### config.mk
export PLATFORM = sky130hd
export DESIGN_NAME = sym_error_counter
export DESIGN_NICKNAME = d
export VERILOG_FILES = /design/src/rtl/sym_error_counter.sv
export SDC_FILE = /design/constraint.sdc
export NUM_CORES = 1
export LEC_CHECK = 0
export ABC_AREA = 1
export CAP_MARGIN = 5
export CELL_PAD_IN_SITES_DETAIL_PLACEMENT = 1
export CELL_PAD_IN_SITES_GLOBAL_PLACEMENT = 1
export CORE_MARGIN = 10
export CORE_UTILIZATION = 30
export DETAILED_ROUTE_END_ITERATION = 16
export HOLD_SLACK_MARGIN = 0.06
export PLACE_DENSITY = 0.7
export SLEW_MARGIN = 20
export SYNTH_ARGS = -nofsm -noshare
export SYNTH_HDL_FRONTEND = slang
export SYNTH_SLANG_ARGS = --single-unit
export TNS_END_PERCENT = 30
### constraint.sdc
create_clock -name clk -period 4.3 [get_ports clk]
set_clock_uncertainty 0.1 [all_clocks]
set_input_delay 0.43 -clock clk [delete_from_list [all_inputs] [get_ports clk]]
set_output_delay 0.43 -clock clk [all_outputs]
set_load 0.01 [all_outputs]
### src/rtl/sym_error_counter.sv
// ============================================================================
// Module   : sym_error_counter
// Brief    : Symbol error counter comparing received symbols against a
//            delay-aligned transmit reference over a fixed window.
// Revision : 1.0 - initial release
// ============================================================================
`default_nettype none

module sym_error_counter #(
    parameter int SYM_W     = 2,
    parameter int MAX_DELAY = 31,
    parameter int DELAY_W   = 5,
    parameter int CNT_W     = 22,
    parameter int WINDOW    = 4194303
) (
    input  logic               clk,
    input  logic               reset,
    input  logic               clk_en,
    input  logic [SYM_W-1:0]   ref_sym,
    input  logic [SYM_W-1:0]   rx_sym,
    input  logic [DELAY_W-1:0] delay,
    input  logic               start,
    input  logic               continuous,
    output logic               busy,
    output logic               done,
    output logic [CNT_W-1:0]   err_count,
    output logic [CNT_W-1:0]   sym_count
);

    localparam logic [CNT_W-1:0] c_window = CNT_W'(WINDOW);

    typedef enum logic [1:0] {
        S_IDLE    = 2'd0,
        S_FLUSH   = 2'd1,
        S_MEASURE = 2'd2,
        S_DONE    = 2'd3
    } state_t;

    state_t             r_state;
    logic [DELAY_W-1:0] r_delay_q;
    logic [DELAY_W-1:0] r_flush_cnt;
    logic [CNT_W-1:0]   r_sym_cnt;
    logic [CNT_W-1:0]   r_err_cnt;
    logic               r_busy;
    logic               r_done;
    logic [CNT_W-1:0]   r_err_count;
    logic [CNT_W-1:0]   r_sym_count;
    logic [SYM_W-1:0]   r_dline [MAX_DELAY];

    logic [SYM_W-1:0]   w_aligned;
    logic               w_mismatch;
    logic [CNT_W-1:0]   w_sym_next;
    logic [CNT_W-1:0]   w_err_next;

    // Reference delay line shifts on every symbol enable regardless of state
    generate
        for (genvar gi = 0; gi < MAX_DELAY; gi++) begin : g_dline
            if (gi == 0) begin : g_head
                always_ff @(posedge clk or negedge reset) begin
                    if (!reset)
                        r_dline[gi] <= '0;
                    else if (clk_en)
                        r_dline[gi] <= ref_sym;
                end
            end else begin : g_tail
                always_ff @(posedge clk or negedge reset) begin
                    if (!reset)
                        r_dline[gi] <= '0;
                    else if (clk_en)
                        r_dline[gi] <= r_dline[gi-1];
                end
            end
        end
    endgenerate

    always_comb begin
        w_aligned = ref_sym;
        for (int i = 0; i < MAX_DELAY; i++) begin
            if (r_delay_q == DELAY_W'(i + 1))
                w_aligned = r_dline[i];
        end
    end

    assign w_mismatch = (rx_sym != w_aligned);
    assign w_sym_next = r_sym_cnt + CNT_W'(1);
    assign w_err_next = r_err_cnt + CNT_W'(w_mismatch);

    always_ff @(posedge clk or negedge reset) begin
        if (!reset) begin
            r_state     <= S_IDLE;
            r_delay_q   <= '0;
            r_flush_cnt <= '0;
            r_sym_cnt   <= '0;
            r_err_cnt   <= '0;
            r_busy      <= 1'b0;
            r_done      <= 1'b0;
            r_err_count <= '0;
            r_sym_count <= '0;
        end else begin
            r_done <= 1'b0;
            case (r_state)
                S_IDLE: begin
                    if (start) begin
                        r_state     <= S_FLUSH;
                        r_flush_cnt <= '0;
                        r_sym_cnt   <= '0;
                        r_err_cnt   <= '0;
                        r_delay_q   <= delay;
                        r_busy      <= 1'b1;
                    end
                end
                // Wait until the selected delay stage holds post-start data
                S_FLUSH: begin
                    if (r_flush_cnt == r_delay_q)
                        r_state <= S_MEASURE;
                    else if (clk_en)
                        r_flush_cnt <= r_flush_cnt + DELAY_W'(1);
                end
                S_MEASURE: begin
                    if (clk_en) begin
                        if (w_sym_next == c_window) begin
                            r_sym_count <= c_window;
                            r_err_count <= w_err_next;
                            r_state     <= S_DONE;
                            r_done      <= 1'b1;
                            r_busy      <= 1'b0;
                        end else begin
                            r_sym_cnt <= w_sym_next;
                            r_err_cnt <= w_err_next;
                        end
                    end
                end
                S_DONE: begin
                    if (continuous || start) begin
                        r_sym_cnt <= '0;
                        r_err_cnt <= '0;
                        r_state   <= S_MEASURE;
                        r_busy    <= 1'b1;
                    end else begin
                        r_state <= S_IDLE;
                    end
                end
                default: begin
                    r_state <= S_IDLE;
                    r_busy  <= 1'b0;
                end
            endcase
        end
    end

    assign busy      = r_busy;
    assign done      = r_done;
    assign err_count = r_err_count;
    assign sym_count = r_sym_count;

endmodule

`default_nettype wire

Yosys cells after proc, flatten, opt, wreduce, memory -nomap -nowiden --
Index checks and enable logic that the tools add are counted.
Storage, ports and cells: bits in registers 143, input bits 14, output and inout bits 46, logic and storage cells 155
Operators by class: add/sub/neg operators 3, eq/ne operators 45, multiplexer cells 57, reduce and logical (&&, ||, !) cells 10
Operators with widths (count):
- two-way mux 22 bit | 6
- case mux 22 bit (3 select lines) | 2
- == test 5 bit, second input constant | 16
- two-way mux 2 bit | 36
- == test 5 x 4 -> 1 bit, second input constant | 8
- adder 22 x 1 -> 22 bit | 1
- adder 22 x 1 -> 22 bit, second input constant | 1
- == test 22 bit, second input constant | 1
- == test 5 x 3 -> 1 bit, second input constant | 4
- inequality test 2 bit, second input constant | 8
- two-way mux 5 bit | 3
- == test 5 x 2 -> 1 bit, second input constant | 2
- case mux 5 bit (2 select lines) | 1
- AND reduction 5 bit | 2
- case mux 2 bit (4 select lines) | 1
- AND reduction 4 bit | 2
- two-way mux 1 bit | 7
- adder 5 x 1 -> 5 bit, second input constant | 1
- == test 5 x 1 -> 1 bit, second input constant | 1
- == test 5 bit | 1
- == test 2 bit, second input constant | 2
- case mux 1 bit (3 select lines) | 1
- AND reduction 3 bit | 1
- nonzero test 3 bit | 1
- 6 further kinds | 6

Logic depth before layout (Yosys ltp) --
Gate-level depths: netlist of the first run.
depth in word-level cells 37, depth in mapped cells 57, depth with buffers taken out 57

Worst setup path after synthesis of the first run --
No wires, ideal clock.
path kind reg-to-reg, from register r_delay_q[2], to register r_err_cnt[21], library setup time 0.126 ns, data arrival time 4.436 ns, required time 4.074 ns, setup slack -0.362 ns, stages on the path, launching flop included 56, path buffers 1, clock period less this slack 4.662 ns, path through dfrtp_1 > nor2_1 > buf_2 > nand3_1 > nand3_1 > nand2_1 > nand2_1 > nand2_1 > nand2_1 > nand2_1 > nand2_1 > nand2_1 > nand2_1 > nand2_1 > nand2_1 > nand2_1 > nand2_1 > nand2_1 > (+20 left out) > nand2_1 > nand2_1 > nand2_1 > nand2_1 > nand2_1 > ha_1 > nand3_1 > nor3_1 > nand3_1 > nor2_1 > nand3_1 > nor2_1 > nand3_1 > nor3_1 > nand4_1 > xor2_1 > inv_1 > o22ai_1
On the way: cells in the longest elaborated chain, start to end 37, elaborated cells on any way between the ends 67, those cells by class 1 x add/sub; 32 x eq/ne; 34 x mux
RTL lines:
- start: declaration | line 40 | logic [DELAY_W-1:0] r_delay_q;
- start signal: assignment | line 108 | r_delay_q <= delay;
- == test 5 x 1 -> 1 bit | line 79 | if (r_delay_q == DELAY_W'(i + 1))
- two-way mux 2 bit (30 in a row) | line 79
- two-way mux 2 bit (*) | line 79
- inequality test 2 bit (*) | line 84 | assign w_mismatch = (rx_sym != w_aligned);
- adder 22 x 1 -> 22 bit (*) | line 86 | assign w_err_next = r_err_cnt + CNT_W'(w_mismatch);
- two-way mux 22 bit (*) | line 121 | if (w_sym_next == c_window) begin
- two-way mux 22 bit (*) | line 120 | if (clk_en) begin
- case mux 22 bit (3 select lines) (*) | line 101 | case (r_state)
- end signal: assignment | line 129 | r_err_cnt <= w_err_next;
- end: declaration | line 43 | logic [CNT_W-1:0] r_err_cnt;
Mark *: on every way between the ends. The rest lies on a longest branch, timed or not. The select of a mux whose other input is x is not followed. A chain may end at the register's enable or synchronous reset.

Final worst setup path of the first run --
from register r_delay_q[0], to register r_err_cnt[21]
Same word-level chain as after synthesis.

==> flow_results.xml, run 1 <==
<?xml version="1.0" encoding="UTF-8"?>
<metrics>
  <group name="layout">
    <metric name="antenna_cells_inserted" unit="">0</metric>
    <metric name="nNetsFinal" unit="">1111</metric>
    <metric name="final_standard_cell_count_with_taps_included_and_fillers_excluded" unit="">1435</metric>
    <metric name="most-common-layout-cells" unit="">274 x nand2_1, 140 x inv_1, 140 x dfrtp_1</metric>
    <metric name="layout_commonest_cell" unit="">nand2_1</metric>
    <metric name="area_growth_syn_to_layout" unit="%">32.0</metric>
    <metric name="drive_above_1_share" unit="">0.204</metric>
  </group>
  <group name="setup_path">
    <metric name="most_frequent_cell_on_critical_path" unit="">nand2_1</metric>
    <metric name="path_class" unit="">reg -&gt; reg</metric>
    <metric name="worst_setup_path_end_kind" unit="">register</metric>
    <metric name="cp_slowest_cell" unit="">dfrtp_2</metric>
    <metric name="critPathMaxStageDelay" unit="ns">0.45</metric>
    <metric name="cp.arrival" unit="ns">5.42</metric>
    <metric name="critPathRequiredTime" unit="ns">4.49</metric>
    <metric name="maximum_fanout_count_along_the_critical_path" unit="">4</metric>
    <metric name="startpoint_type" unit="">register</metric>
  </group>
  <group name="die">
    <metric name="chipWidth" unit="µm">179</metric>
    <metric name="floorplan.initialDensity" unit="">0.304</metric>
    <metric name="die_height" unit="µm">179</metric>
    <metric name="coreArea" unit="µm²">25100</metric>
    <metric name="placement_rows" unit="">58</metric>
    <metric name="io-pin-count" unit="">60</metric>
    <metric name="fp.dieArea" unit="µm²">32200</metric>
  </group>
  <group name="power">
    <metric name="static-leakage-power" unit="nW">4.62</metric>
    <metric name="internal_power" unit="mW">3.07</metric>
    <metric name="part_of_the_total_power_dissipated_in_combinational_logic" unit="">0.380</metric>
    <metric name="p_per_area" unit="nW/µm²">505</metric>
    <metric name="p_sw" unit="mW">2.02</metric>
    <metric name="seq_power_share" unit="">0.321</metric>
    <metric name="switching_part_of_the_total" unit="">0.396</metric>
    <metric name="vdd.ir_drop.worst" unit="V">0.000254</metric>
    <metric name="share_clk_of_total_power" unit="">0.299</metric>
    <metric name="total_power_draw" unit="mW">5.08</metric>
  </group>
  <group name="run">
    <metric name="max_cap_viol_count" unit="">0</metric>
  </group>
  <group name="logic_synthesis">
    <metric name="average_cell_area_after_synthesis" unit="µm²">7.81</metric>
    <metric name="ys_warn_count" unit="">0</metric>
    <metric name="post_synth_inst_count" unit="">977</metric>
    <metric name="synth_seq_cells" unit="">143</metric>
    <metric name="yosys.area.top_type" unit="">dfrtp_1</metric>
    <metric name="mappedNetlistArea" unit="µm²">7630</metric>
    <metric name="ys_seq_area_frac" unit="">0.469</metric>
    <metric name="synthesized_net_count" unit="">996</metric>
    <metric name="synth_cell_type_count" unit="">38</metric>
    <metric name="yosys.area.top_type_share" unit="">0.469</metric>
    <metric name="post_synth_main_area_contributors" unit="">dfrtp_1 47%, nand2_1 14%, inv_1 7.0%, o21ai_0 5.6%, xor2_1 3.7%</metric>
  </group>
  <group name="sta">
    <metric name="worst-slew-pin-transition" unit="ns">0.887</metric>
    <metric name="hold_violations" unit="">0</metric>
    <metric name="final_report_setup_violation_count" unit="">38</metric>
    <metric name="period_needed" unit="ns">5.23</metric>
    <metric name="max_slew_margin" unit="">0.408</metric>
    <metric name="worst_slack" unit="ns">-0.929</metric>
    <metric name="drv_slew" unit="">0</metric>
    <metric name="max_clock_freq" unit="MHz">191</metric>
    <metric name="layout_worst_path_cycle_share" unit="">1.22</metric>
    <metric name="whs" unit="ns">0.0109</metric>
    <metric name="grt_setup_unrepaired" unit="">yes</metric>
  </group>
  <group name="placement">
    <metric name="place_congestion" unit="">0.802</metric>
    <metric name="placedCellCount" unit="">1385</metric>
    <metric name="io_buffers" unit="">59</metric>
    <metric name="dpl.hpwl" unit="mm">14.6</metric>
    <metric name="dp_slack" unit="ns">-0.865</metric>
  </group>
  <group name="global_route">
    <metric name="grt_util_all_layers" unit="">0.139</metric>
    <metric name="grt_pass1_wl" unit="mm">37.7</metric>
    <metric name="number_of_antenna_violations_at_the_first_check_in_global_routing" unit="">0</metric>
    <metric name="global_route.overflow_total" unit="">0</metric>
    <metric name="grt_max_degree" unit="">105</metric>
    <metric name="via_count_of_the_first_global_routing_pass" unit="">7339</metric>
  </group>
  <group name="worst_hold_path">
    <metric name="path_class_of_the_lowest_slack_min_delay_path" unit="">in -&gt; async</metric>
  </group>
  <group name="detailed_routing">
    <metric name="wl_per_cell" unit="µm">15.9</metric>
    <metric name="routed_via_density" unit="">4.69</metric>
    <metric name="post_detailed_route_count_of_antenna_violating_nets" unit="">0</metric>
    <metric name="drt_iter0_drc" unit="">266</metric>
    <metric name="routed_wirelength" unit="mm">22.8</metric>
    <metric name="detailed_router_iteration_count_before_antenna_repair" unit="">4</metric>
    <metric name="detailed_route_via_count" unit="">6735</metric>
    <metric name="drcViolationCount" unit="">0</metric>
  </group>
  <group name="status">
    <metric name="violations" unit="">setup timing</metric>
    <metric name="outcome" unit="">complete, but fails checks</metric>
  </group>
  <group name="clock_tree">
    <metric name="clock_insertion_delay_worst_skew" unit="ns">0.44</metric>
    <metric name="tritoncts_num_sinks" unit="">143</metric>
    <metric name="cts.reportedPaths.clkPinSlew" unit="ns">0.07</metric>
    <metric name="clk_path_buf_depth" unit="">2</metric>
    <metric name="tritoncts" unit="">done</metric>
    <metric name="cts_made_buffers" unit="">17</metric>
    <metric name="clockRootBuffer" unit="">clkbuf_16</metric>
    <metric name="clock_tree.htree_level_count" unit="">4</metric>
  </group>
</metrics>
cells by family (layout without fill, tap and decap cells):
kind of cell | after synthesis | in the layout | synth area share
buffers and inverters | 199 | 327 | 0.114
XOR/XNOR | 33 | 33 | 0.0379
flip-flops | 143 | 143 | 0.469
AO/OA/AOI/OAI | 171 | 171 | 0.130
AND/OR/NAND/NOR | 426 | 426 | 0.241
adder cells (fa/ha/maj) | 5 | 5 | 0.00820
state kept, by name, indices dropped and copies added (netlist names), 2 cells and up:
| register | flops |
|---|---|
| r_dline | 62 |
| err_count | 22 |
| r_err_cnt | 22 |
| r_sym_cnt | 22 |
| r_delay_q | 5 |
| r_flush_cnt | 5 |
| r_state | 2 |
worst paths after layout:
check                      slack (ns)  cells past startpoint             to         start
setup / recovery                -0.93                     57  r_err_cnt[21]  r_delay_q[0]
hold / removal                   0.01                      1    r_dline[57]         reset
setup reg to reg                -0.93                     57  r_err_cnt[21]  r_delay_q[0]
hold reg to reg                  0.38                      2    r_dline[19]   r_dline[21]
max in group asynchronous        3.35                      2   r_sym_cnt[8]         reset
min in group clk                 0.38                      2    r_dline[19]   r_dline[21]
metrics by stage:
| stage | util | instance area [µm²] | TNS (ns) |
|---|---|---|---|
| 2_1_floorplan | - | 7690 | -0.410 |
| 3_3_place_gp | 0.357 | 8960 | -14.24 |
| 3_5_place_dp | 0.357 | 8960 | -18.27 |
| 4_1_cts | 0.393 | 9860 | -17.29 |
| 5_1_grt | 0.401 | 10100 | -43.57 |
| 6_report | 0.401 | 10100 | -20.07 |
metal layers:
metal | GRT usage | share of wire | vias up
li1 | - | - | 3303
met4 | 0.0361 | 0.011 | 0
met2 | 0.251 | 0.52 | 57
met5 | 0 | 0 | -
met1 | 0.164 | 0.45 | 3356
met3 | 0.0257 | 0.023 | 19
power groups by stage:
stage	Combinational, mW	Sequential [mW]	Clock (mW)
final	1.93	1.63	1.52
after global routing	2.20	1.65	1.62
after CTS	1.89	1.62	1.56
after detailed placement	1.76	1.64	0
after global placement	1.71	1.63	0
after floorplan	1.09	1.61	0
synth_stat cells:
master	number
a2111o_1	1
a2111oi_0	1
a21boi_0	1
a21oi_1	20
a31oi_1	3
buf_1	3
buf_2	9
buf_4	21
buf_6	4
clkbuf_1	14
clkinv_1	1
dfrtp_1	143
ha_1	5
inv_1	143
inv_2	4
nand2_1	276
nand2_2	18
nand3_1	32
nand3b_1	1
nand3b_4	1
nand4_1	9
nand4_2	2
nor2_1	53
nor2_2	1
nor3_1	18
nor3_2	5
nor3_4	1
nor3b_1	1
nor4_1	5
o21ai_0	85
o21ai_1	9
o21ai_2	22
o22ai_1	29
or2_2	1
or3b_1	1
or4_1	1
xnor2_1	1
xor2_1	32
worst max-delay path: cells and delay by family, from the launching register on:
kind                     cells  cell delay [ns]
AO/OA/AOI/OAI                2             0.12
XOR/XNOR                     1             0.19
adder cells (fa/ha/maj)      1             0.15
buffers and inverters        4             0.48
flip-flops                   1             0.45
AND/OR/NAND/NOR             49             3.58
area by class of cell:
type                    count  area, µm²
clock inverters            15        174
inverters                 148        556
flip-flops and latches    143       3580
well taps                 330        413
repair buffers            147       1350
multi-input cells         635       3570
fillers                  3074      15000
clock buffers              17        425
repair_timing:
action	in CTS	in global routing
pin swaps	21	14
gates resized for setup	41	29
endpoints found under the setup margin	39	42
hold buffers	0	0
endpoints found under the hold margin	0	0
gates cloned	0	0
setup buffers	12	6
(Power assumes the default switching activity.)
==> run 2: changes to the inputs <==
- CORE_ASPECT_RATIO: default -> 1.4
- DONT_BUFFER_PORTS: default -> 1
- PLACE_DENSITY: 0.7 -> 0.66
==> run 2 against run 1 <==
The run still ends with setup timing left; hold slack gained 0.072 ns; power shrank 2.5%; critical endpoint unchanged; largest cell class unchanged; cell count shrank 2.8%; maximum frequency grew 6.2%; sequential power is essentially flat; register-to-register slack gained 0.31 ns; design area shrank 3.9%; combinational power shrank 5%.
==> flow_results.xml, run 2 (synthesis gave the netlist of run 1 again) <==
<?xml version="1.0" encoding="UTF-8"?>
<metrics>
  <group name="setup_path">
    <metric name="startpoint_type" unit="">register</metric>
    <metric name="cp.arrival" unit="ns">5.13</metric>
    <metric name="logic_depth_of_the_worst_path_buffers_included" unit="">55</metric>
    <metric name="path_delay_family" unit="">simple AND/OR/NAND/NOR gates</metric>
    <metric name="rr_worst_depth" unit="">55</metric>
    <metric name="critical_path.reg2reg.startpoint" unit="">r_delay_q[0]</metric>
    <metric name="critPathMaxStageDelay" unit="ns">0.42</metric>
    <metric name="most_frequent_cell_on_critical_path" unit="">nand2_1</metric>
    <metric name="critPathLaunch" unit="">r_delay_q[0]</metric>
    <metric name="critPathRequiredTime" unit="ns">4.50</metric>
    <metric name="maximum_fanout_count_along_the_critical_path" unit="">4</metric>
    <metric name="cp_slowest_cell" unit="">dfrtp_2</metric>
    <metric name="timing.rr.end" unit="">r_err_cnt[21]</metric>
    <metric name="worst_setup_path_end_kind" unit="">register</metric>
    <metric name="path_class" unit="">reg -&gt; reg</metric>
    <metric name="reg2reg_setup_slack" unit="ns">-0.62</metric>
    <metric name="worst-path-buf-inv" unit="">6</metric>
    <metric name="endpoint" unit="">r_err_cnt[21]</metric>
  </group>
  <group name="global_route">
    <metric name="grt_pass1_wl" unit="mm">36.7</metric>
    <metric name="grt_max_degree" unit="">144</metric>
    <metric name="number_of_antenna_violations_at_the_first_check_in_global_routing" unit="">0</metric>
    <metric name="global_route.overflow_total" unit="">0</metric>
    <metric name="grt_util_all_layers" unit="">0.138</metric>
    <metric name="via_count_of_the_first_global_routing_pass" unit="">7200</metric>
  </group>
  <group name="detailed_routing">
    <metric name="drt_iter0_drc" unit="">250</metric>
    <metric name="detailed_router_iteration_count_before_antenna_repair" unit="">4</metric>
    <metric name="post_detailed_route_count_of_antenna_violating_nets" unit="">0</metric>
    <metric name="wl_per_cell" unit="µm">15.6</metric>
    <metric name="routed_via_density" unit="">4.73</metric>
    <metric name="drcViolationCount" unit="">0</metric>
    <metric name="routed_wirelength" unit="mm">21.8</metric>
    <metric name="detailed_route_via_count" unit="">6599</metric>
  </group>
  <group name="status">
    <metric name="outcome" unit="">complete, but fails checks</metric>
    <metric name="violations" unit="">setup timing</metric>
  </group>
  <group name="die">
    <metric name="coreArea" unit="µm²">25200</metric>
    <metric name="die_height" unit="µm">209</metric>
    <metric name="fp.dieArea" unit="µm²">32300</metric>
    <metric name="floorplan.initialDensity" unit="">0.303</metric>
    <metric name="placement_rows" unit="">69</metric>
    <metric name="io-pin-count" unit="">60</metric>
    <metric name="chipWidth" unit="µm">155</metric>
  </group>
  <group name="power">
    <metric name="total_power_draw" unit="mW">4.96</metric>
    <metric name="p_per_area" unit="nW/µm²">512</metric>
    <metric name="static-leakage-power" unit="nW">4.52</metric>
    <metric name="vdd.ir_drop.worst" unit="V">0.000306</metric>
  </group>
  <group name="layout">
    <metric name="antenna_cells_inserted" unit="">0</metric>
    <metric name="layout_commonest_cell" unit="">nand2_1</metric>
    <metric name="area_growth_syn_to_layout" unit="%">26.9</metric>
    <metric name="drive_above_1_share" unit="">0.233</metric>
    <metric name="most-common-layout-cells" unit="">270 x nand2_1, 139 x inv_1, 139 x dfrtp_1</metric>
    <metric name="nNetsFinal" unit="">1083</metric>
    <metric name="top_register" unit="">r_dline</metric>
    <metric name="final.fill_count" unit="">3060</metric>
    <metric name="largest_register_ffs" unit="">62</metric>
  </group>
  <group name="clock_tree">
    <metric name="cts_made_buffers" unit="">17</metric>
    <metric name="clock_tree.htree_level_count" unit="">4</metric>
    <metric name="clockRootBuffer" unit="">clkbuf_16</metric>
    <metric name="clk_path_buf_depth" unit="">2</metric>
    <metric name="tritoncts" unit="">done</metric>
    <metric name="tritoncts_num_sinks" unit="">143</metric>
    <metric name="clock_insertion_delay_worst_skew" unit="ns">0.44</metric>
    <metric name="cts.reportedPaths.clkPinSlew" unit="ns">0.06</metric>
  </group>
  <group name="sta">
    <metric name="drv_slew" unit="">0</metric>
    <metric name="grt_setup_unrepaired" unit="">yes</metric>
    <metric name="period_needed" unit="ns">4.92</metric>
    <metric name="layout_worst_path_cycle_share" unit="">1.15</metric>
    <metric name="fin_setup_tns" unit="ns">-14.61</metric>
    <metric name="max_clock_freq" unit="MHz">203</metric>
    <metric name="worst-slew-pin-transition" unit="ns">1.06</metric>
    <metric name="worst_slack" unit="ns">-0.624</metric>
    <metric name="hold_violations" unit="">0</metric>
    <metric name="final_report_setup_violation_count" unit="">31</metric>
    <metric name="max_slew_margin" unit="">0.296</metric>
  </group>
  <group name="run">
    <metric name="max_cap_viol_count" unit="">0</metric>
  </group>
  <group name="placement">
    <metric name="place_congestion" unit="">0.839</metric>
    <metric name="io_buffers" unit="">0</metric>
    <metric name="dpl.hpwl" unit="mm">14.2</metric>
  </group>
  <group name="worst_hold_path">
    <metric name="path_class_of_the_lowest_slack_min_delay_path" unit="">in -&gt; reg</metric>
  </group>
</metrics>
[run 2: worst min-delay path by stage]
stage               slack (ns)  depth (start not counted)        from     endpoint
finish                    0.08                          2  continuous   r_state[1]
floorplan                 0.03                          0       reset         busy
CTS                       0.07                          2  continuous   r_state[1]
global route              0.09                          2      clk_en  r_dline[52]
global placement          0.04                          0       reset  r_dline[55]
detailed placement        0.04                          0       reset  r_dline[55]
[run 2: worst register-to-register path: cells and delay by family (launching register included)]
family | cells | cell delay, ns
AO/OA/AOI/OAI | 1 | 0.08
XOR/XNOR | 1 | 0.16
adder cells (fa/ha/maj) | 1 | 0.15
buffers and inverters | 6 | 0.47
flip-flops | 1 | 0.42
AND/OR/NAND/NOR | 46 | 3.44
[run 2: layer usage]
metal  global-route usage  share of wire  vias to the layer above
li1                     -              -                     3238
met1                0.149           0.40                     3258
met2                0.259           0.55                       68
met3               0.0282          0.027                       35
met4               0.0486          0.019                        0
met5                    0              0                        -
[run 2: stage by stage]
| step | worst slack, ns | utilization | hold WS, ns | cells | area (µm²) |
|---|---|---|---|---|---|
| 5_1_grt | -1.32 | 0.384 | 0.0885 | 1395 | 9680 |
| 6_report | -0.624 | 0.384 | 0.0824 | 1395 | 9680 |
| 4_1_cts | -0.718 | 0.376 | 0.0706 | 1386 | 9490 |
| 3_3_place_gp | -0.781 | 0.333 | 0.0447 | 1325 | 8400 |
| 2_1_floorplan | -0.114 | - | 0.0344 | 977 | 7690 |
| 3_5_place_dp | -0.895 | 0.333 | 0.0439 | 1325 | 8400 |
[run 2: final cells by class]
class / count / area (µm²) / share of cell area
Clock inverter: 10 / 104 / 0.0107
Multi-Input combinational cell: 635 / 3550 / 0.367
Sequential cell: 143 / 3580 / 0.370
Tap cell: 319 / 399 / 0.0412
Inverter: 148 / 556 / 0.0574
Clock buffer: 21 / 480 / 0.0496
Timing Repair Buffer: 119 / 1010 / 0.104
[run 2: what timing repair did]
item,4_1_cts,5_1_grt
resized for setup,44,27
hold buffers,13,0
hold endpoints to repair,197,0
pin swaps,23,19
setup buffers,17,9
endpoints found under the setup margin,35,43
[run 2: report_power, final]
group	internal, mW	switching (mW)
sequential	1.50	0.140
combinational	0.698	1.14
clock	0.862	0.624
total	3.06	1.90
==> run 3: changes to the inputs <==
- CTS_CLUSTER_SIZE: default -> 24
- PLACE_DENSITY: 0.66 -> 0.64
- clock period: 4.3 -> 5.9 ns (I/O delays scaled with it)
==> run 3 against run 2 <==
The flow now finishes without violations; sequential share of layout area rose by 5.3 points; via count fell by 7.8%; combinational power fell by 43%; clock power fell by 25%; hold slack got worse by 0.034 ns; maximum frequency fell by 5.3%; register-to-register slack improved by 1.3 ns; flip-flop and latch count did not move; worst setup slack improved by 1.3 ns; count of clock-buffer cells in the layout fell by 4; global-route usage fell by 1.6 points; critical path type unchanged.
==> flow_results.xml, run 3 (synthesis gave the netlist of run 1 again) <==
<?xml version="1.0" encoding="UTF-8"?>
<metrics>
  <group name="layout">
    <metric name="drive_above_1_share" unit="">0.115</metric>
    <metric name="largest_register_ffs" unit="">62</metric>
    <metric name="layout_commonest_cell" unit="">nand2_1</metric>
    <metric name="final.fill_count" unit="">3068</metric>
    <metric name="most-common-layout-cells" unit="">276 x nand2_1, 142 x inv_1, 140 x dfrtp_1</metric>
    <metric name="nNetsFinal" unit="">974</metric>
    <metric name="finish.instance_area" unit="µm²">8470</metric>
    <metric name="area_growth_syn_to_layout" unit="%">11.1</metric>
    <metric name="final_standard_cell_count_with_taps_included_and_fillers_excluded" unit="">1287</metric>
    <metric name="antenna_cells_inserted" unit="">0</metric>
    <metric name="top_register" unit="">r_dline</metric>
    <metric name="post-route-util" unit="">0.336</metric>
  </group>
  <group name="placement">
    <metric name="postPlaceCellArea" unit="µm²">7770</metric>
    <metric name="place_congestion" unit="">0.834</metric>
    <metric name="dpl.hpwl" unit="mm">13.5</metric>
    <metric name="io_buffers" unit="">0</metric>
    <metric name="placedCellCount" unit="">1252</metric>
  </group>
  <group name="setup_path">
    <metric name="critical_path.reg2reg.startpoint" unit="">r_delay_q[0]</metric>
    <metric name="maximum_fanout_count_along_the_critical_path" unit="">7</metric>
    <metric name="critPathLaunch" unit="">r_delay_q[0]</metric>
    <metric name="timing.rr.end" unit="">err_count[20]</metric>
    <metric name="path_class" unit="">reg -&gt; reg</metric>
    <metric name="endpoint" unit="">err_count[20]</metric>
    <metric name="most_frequent_cell_on_critical_path" unit="">nand2_1</metric>
    <metric name="reg2reg_setup_slack" unit="ns">0.70</metric>
    <metric name="critPathRequiredTime" unit="ns">6.14</metric>
    <metric name="startpoint_type" unit="">register</metric>
    <metric name="critPathMaxStageDelay" unit="ns">0.43</metric>
    <metric name="worst_setup_path_end_kind" unit="">register</metric>
    <metric name="cp.arrival" unit="ns">5.44</metric>
    <metric name="cp_slowest_cell" unit="">dfrtp_2</metric>
    <metric name="rr_worst_depth" unit="">54</metric>
  </group>
  <group name="clock_tree">
    <metric name="clk_path_buf_depth" unit="">2</metric>
    <metric name="tritoncts_num_sinks" unit="">143</metric>
    <metric name="cts_made_buffers" unit="">17</metric>
    <metric name="clock_insertion_delay_worst_skew" unit="ns">0.44</metric>
    <metric name="cts.reportedPaths.clkPinSlew" unit="ns">0.07</metric>
    <metric name="clockRootBuffer" unit="">clkbuf_16</metric>
    <metric name="tritoncts" unit="">done</metric>
    <metric name="clock_tree.htree_level_count" unit="">4</metric>
  </group>
  <group name="sta">
    <metric name="drv_slew" unit="">0</metric>
    <metric name="layout_worst_path_cycle_share" unit="">0.881</metric>
    <metric name="whs" unit="ns">0.0484</metric>
    <metric name="period_needed" unit="ns">5.20</metric>
    <metric name="worst-slew-pin-transition" unit="ns">1.05</metric>
    <metric name="max_slew_margin" unit="">0.297</metric>
    <metric name="hold_violations" unit="">0</metric>
    <metric name="final_report_setup_violation_count" unit="">0</metric>
    <metric name="max_clock_freq" unit="MHz">192</metric>
  </group>
  <group name="run">
    <metric name="max_cap_viol_count" unit="">0</metric>
  </group>
  <group name="die">
    <metric name="fp.dieArea" unit="µm²">32300</metric>
    <metric name="chipWidth" unit="µm">155</metric>
    <metric name="die_height" unit="µm">209</metric>
    <metric name="coreArea" unit="µm²">25200</metric>
    <metric name="io-pin-count" unit="">60</metric>
    <metric name="placement_rows" unit="">69</metric>
    <metric name="floorplan.initialDensity" unit="">0.303</metric>
  </group>
  <group name="detailed_routing">
    <metric name="drcViolationCount" unit="">0</metric>
    <metric name="detailed_router_iteration_count_before_antenna_repair" unit="">4</metric>
    <metric name="post_detailed_route_count_of_antenna_violating_nets" unit="">0</metric>
    <metric name="routed_wirelength" unit="mm">19.4</metric>
    <metric name="drt_iter0_drc" unit="">255</metric>
    <metric name="wl_per_cell" unit="µm">15.1</metric>
    <metric name="detailed_route_via_count" unit="">6082</metric>
    <metric name="routed_via_density" unit="">4.73</metric>
  </group>
  <group name="global_route">
    <metric name="via_count_of_the_first_global_routing_pass" unit="">6269</metric>
    <metric name="number_of_antenna_violations_at_the_first_check_in_global_routing" unit="">0</metric>
    <metric name="grt_util_all_layers" unit="">0.122</metric>
    <metric name="global_route.overflow_total" unit="">0</metric>
    <metric name="grt_pass1_wl" unit="mm">32.5</metric>
    <metric name="grt_max_degree" unit="">144</metric>
  </group>
  <group name="status">
    <metric name="outcome" unit="">finished, final reports clean</metric>
  </group>
  <group name="power">
    <metric name="vdd.ir_drop.worst" unit="V">0.000207</metric>
    <metric name="p_per_area" unit="nW/µm²">395</metric>
    <metric name="static-leakage-power" unit="nW">3.89</metric>
  </group>
  <group name="worst_hold_path">
    <metric name="path_class_of_the_lowest_slack_min_delay_path" unit="">in -&gt; async</metric>
  </group>
</metrics>
[run 3: cell type report]
| cell class | count | area [µm²] | area share |
|---|---|---|---|
| clock buffer | 17 | 425 | 0.0502 |
| clock inverter | 15 | 183 | 0.0216 |
| multi-input combinational | 635 | 3230 | 0.382 |
| tap | 319 | 399 | 0.0471 |
| inverter | 148 | 556 | 0.0656 |
| sequential | 143 | 3580 | 0.423 |
| timing repair buffer | 10 | 95.1 | 0.0112 |
[run 3: routing by layer]
metal  global-route usage  vias to the layer above  wire, µm
li1                     -                     3039         -
met1                0.141                     2956      8230
met2                0.212                       65     10100
met3               0.0329                       22       811
met4               0.0431                        0       287
met5                    0                        -         0
[run 3: timing repair]
item	4_1_cts	5_1_grt
resized for setup	0	16
endpoints found under the setup margin	0	18
hold buffers	1	0
setup buffers	0	2
hold endpoints to repair	143	0
[run 3: worst min-delay path by stage]
stage               startpoint            to  slack (ns)
global placement         reset   r_dline[19]        0.20
finish                   reset   r_dline[14]        0.05
global route             reset   r_dline[16]        0.11
detailed placement       reset   r_dline[17]        0.20
floorplan                reset          busy        0.19
CTS                      reset  err_count[6]         0.1
[run 3: critical path: cells and delay by family, from the launching register on]
| kind | cells | cell delay [ns] |
|---|---|---|
| AOI/OAI and AO/OA | 2 | 0.20 |
| xor gates and xnor gates | 1 | 0.14 |
| adders and majority gates | 2 | 0.35 |
| buffers and inverters | 6 | 0.48 |
| DFF | 1 | 0.43 |
| and+or+nand+nor | 43 | 3.40 |
[run 3: where the power goes]
part           switching [mW]  internal [mW]  total, mW
Clock                   0.539          0.578       1.12
Sequential              0.102           1.09       1.19
Combinational           0.732          0.307       1.04
Total                    1.37           1.97       3.35
[run 3: through the flow]
stage	setup TNS [ns]	total power, mW	setup slack [ns]
after detailed placement	0	2.23	0.112
after global routing	-0.0196	3.62	-0.0109
after floorplan	0	1.95	1.24
after global placement	0	2.22	0.150
final	0	3.35	0.700
after CTS	0	3.39	0.0779
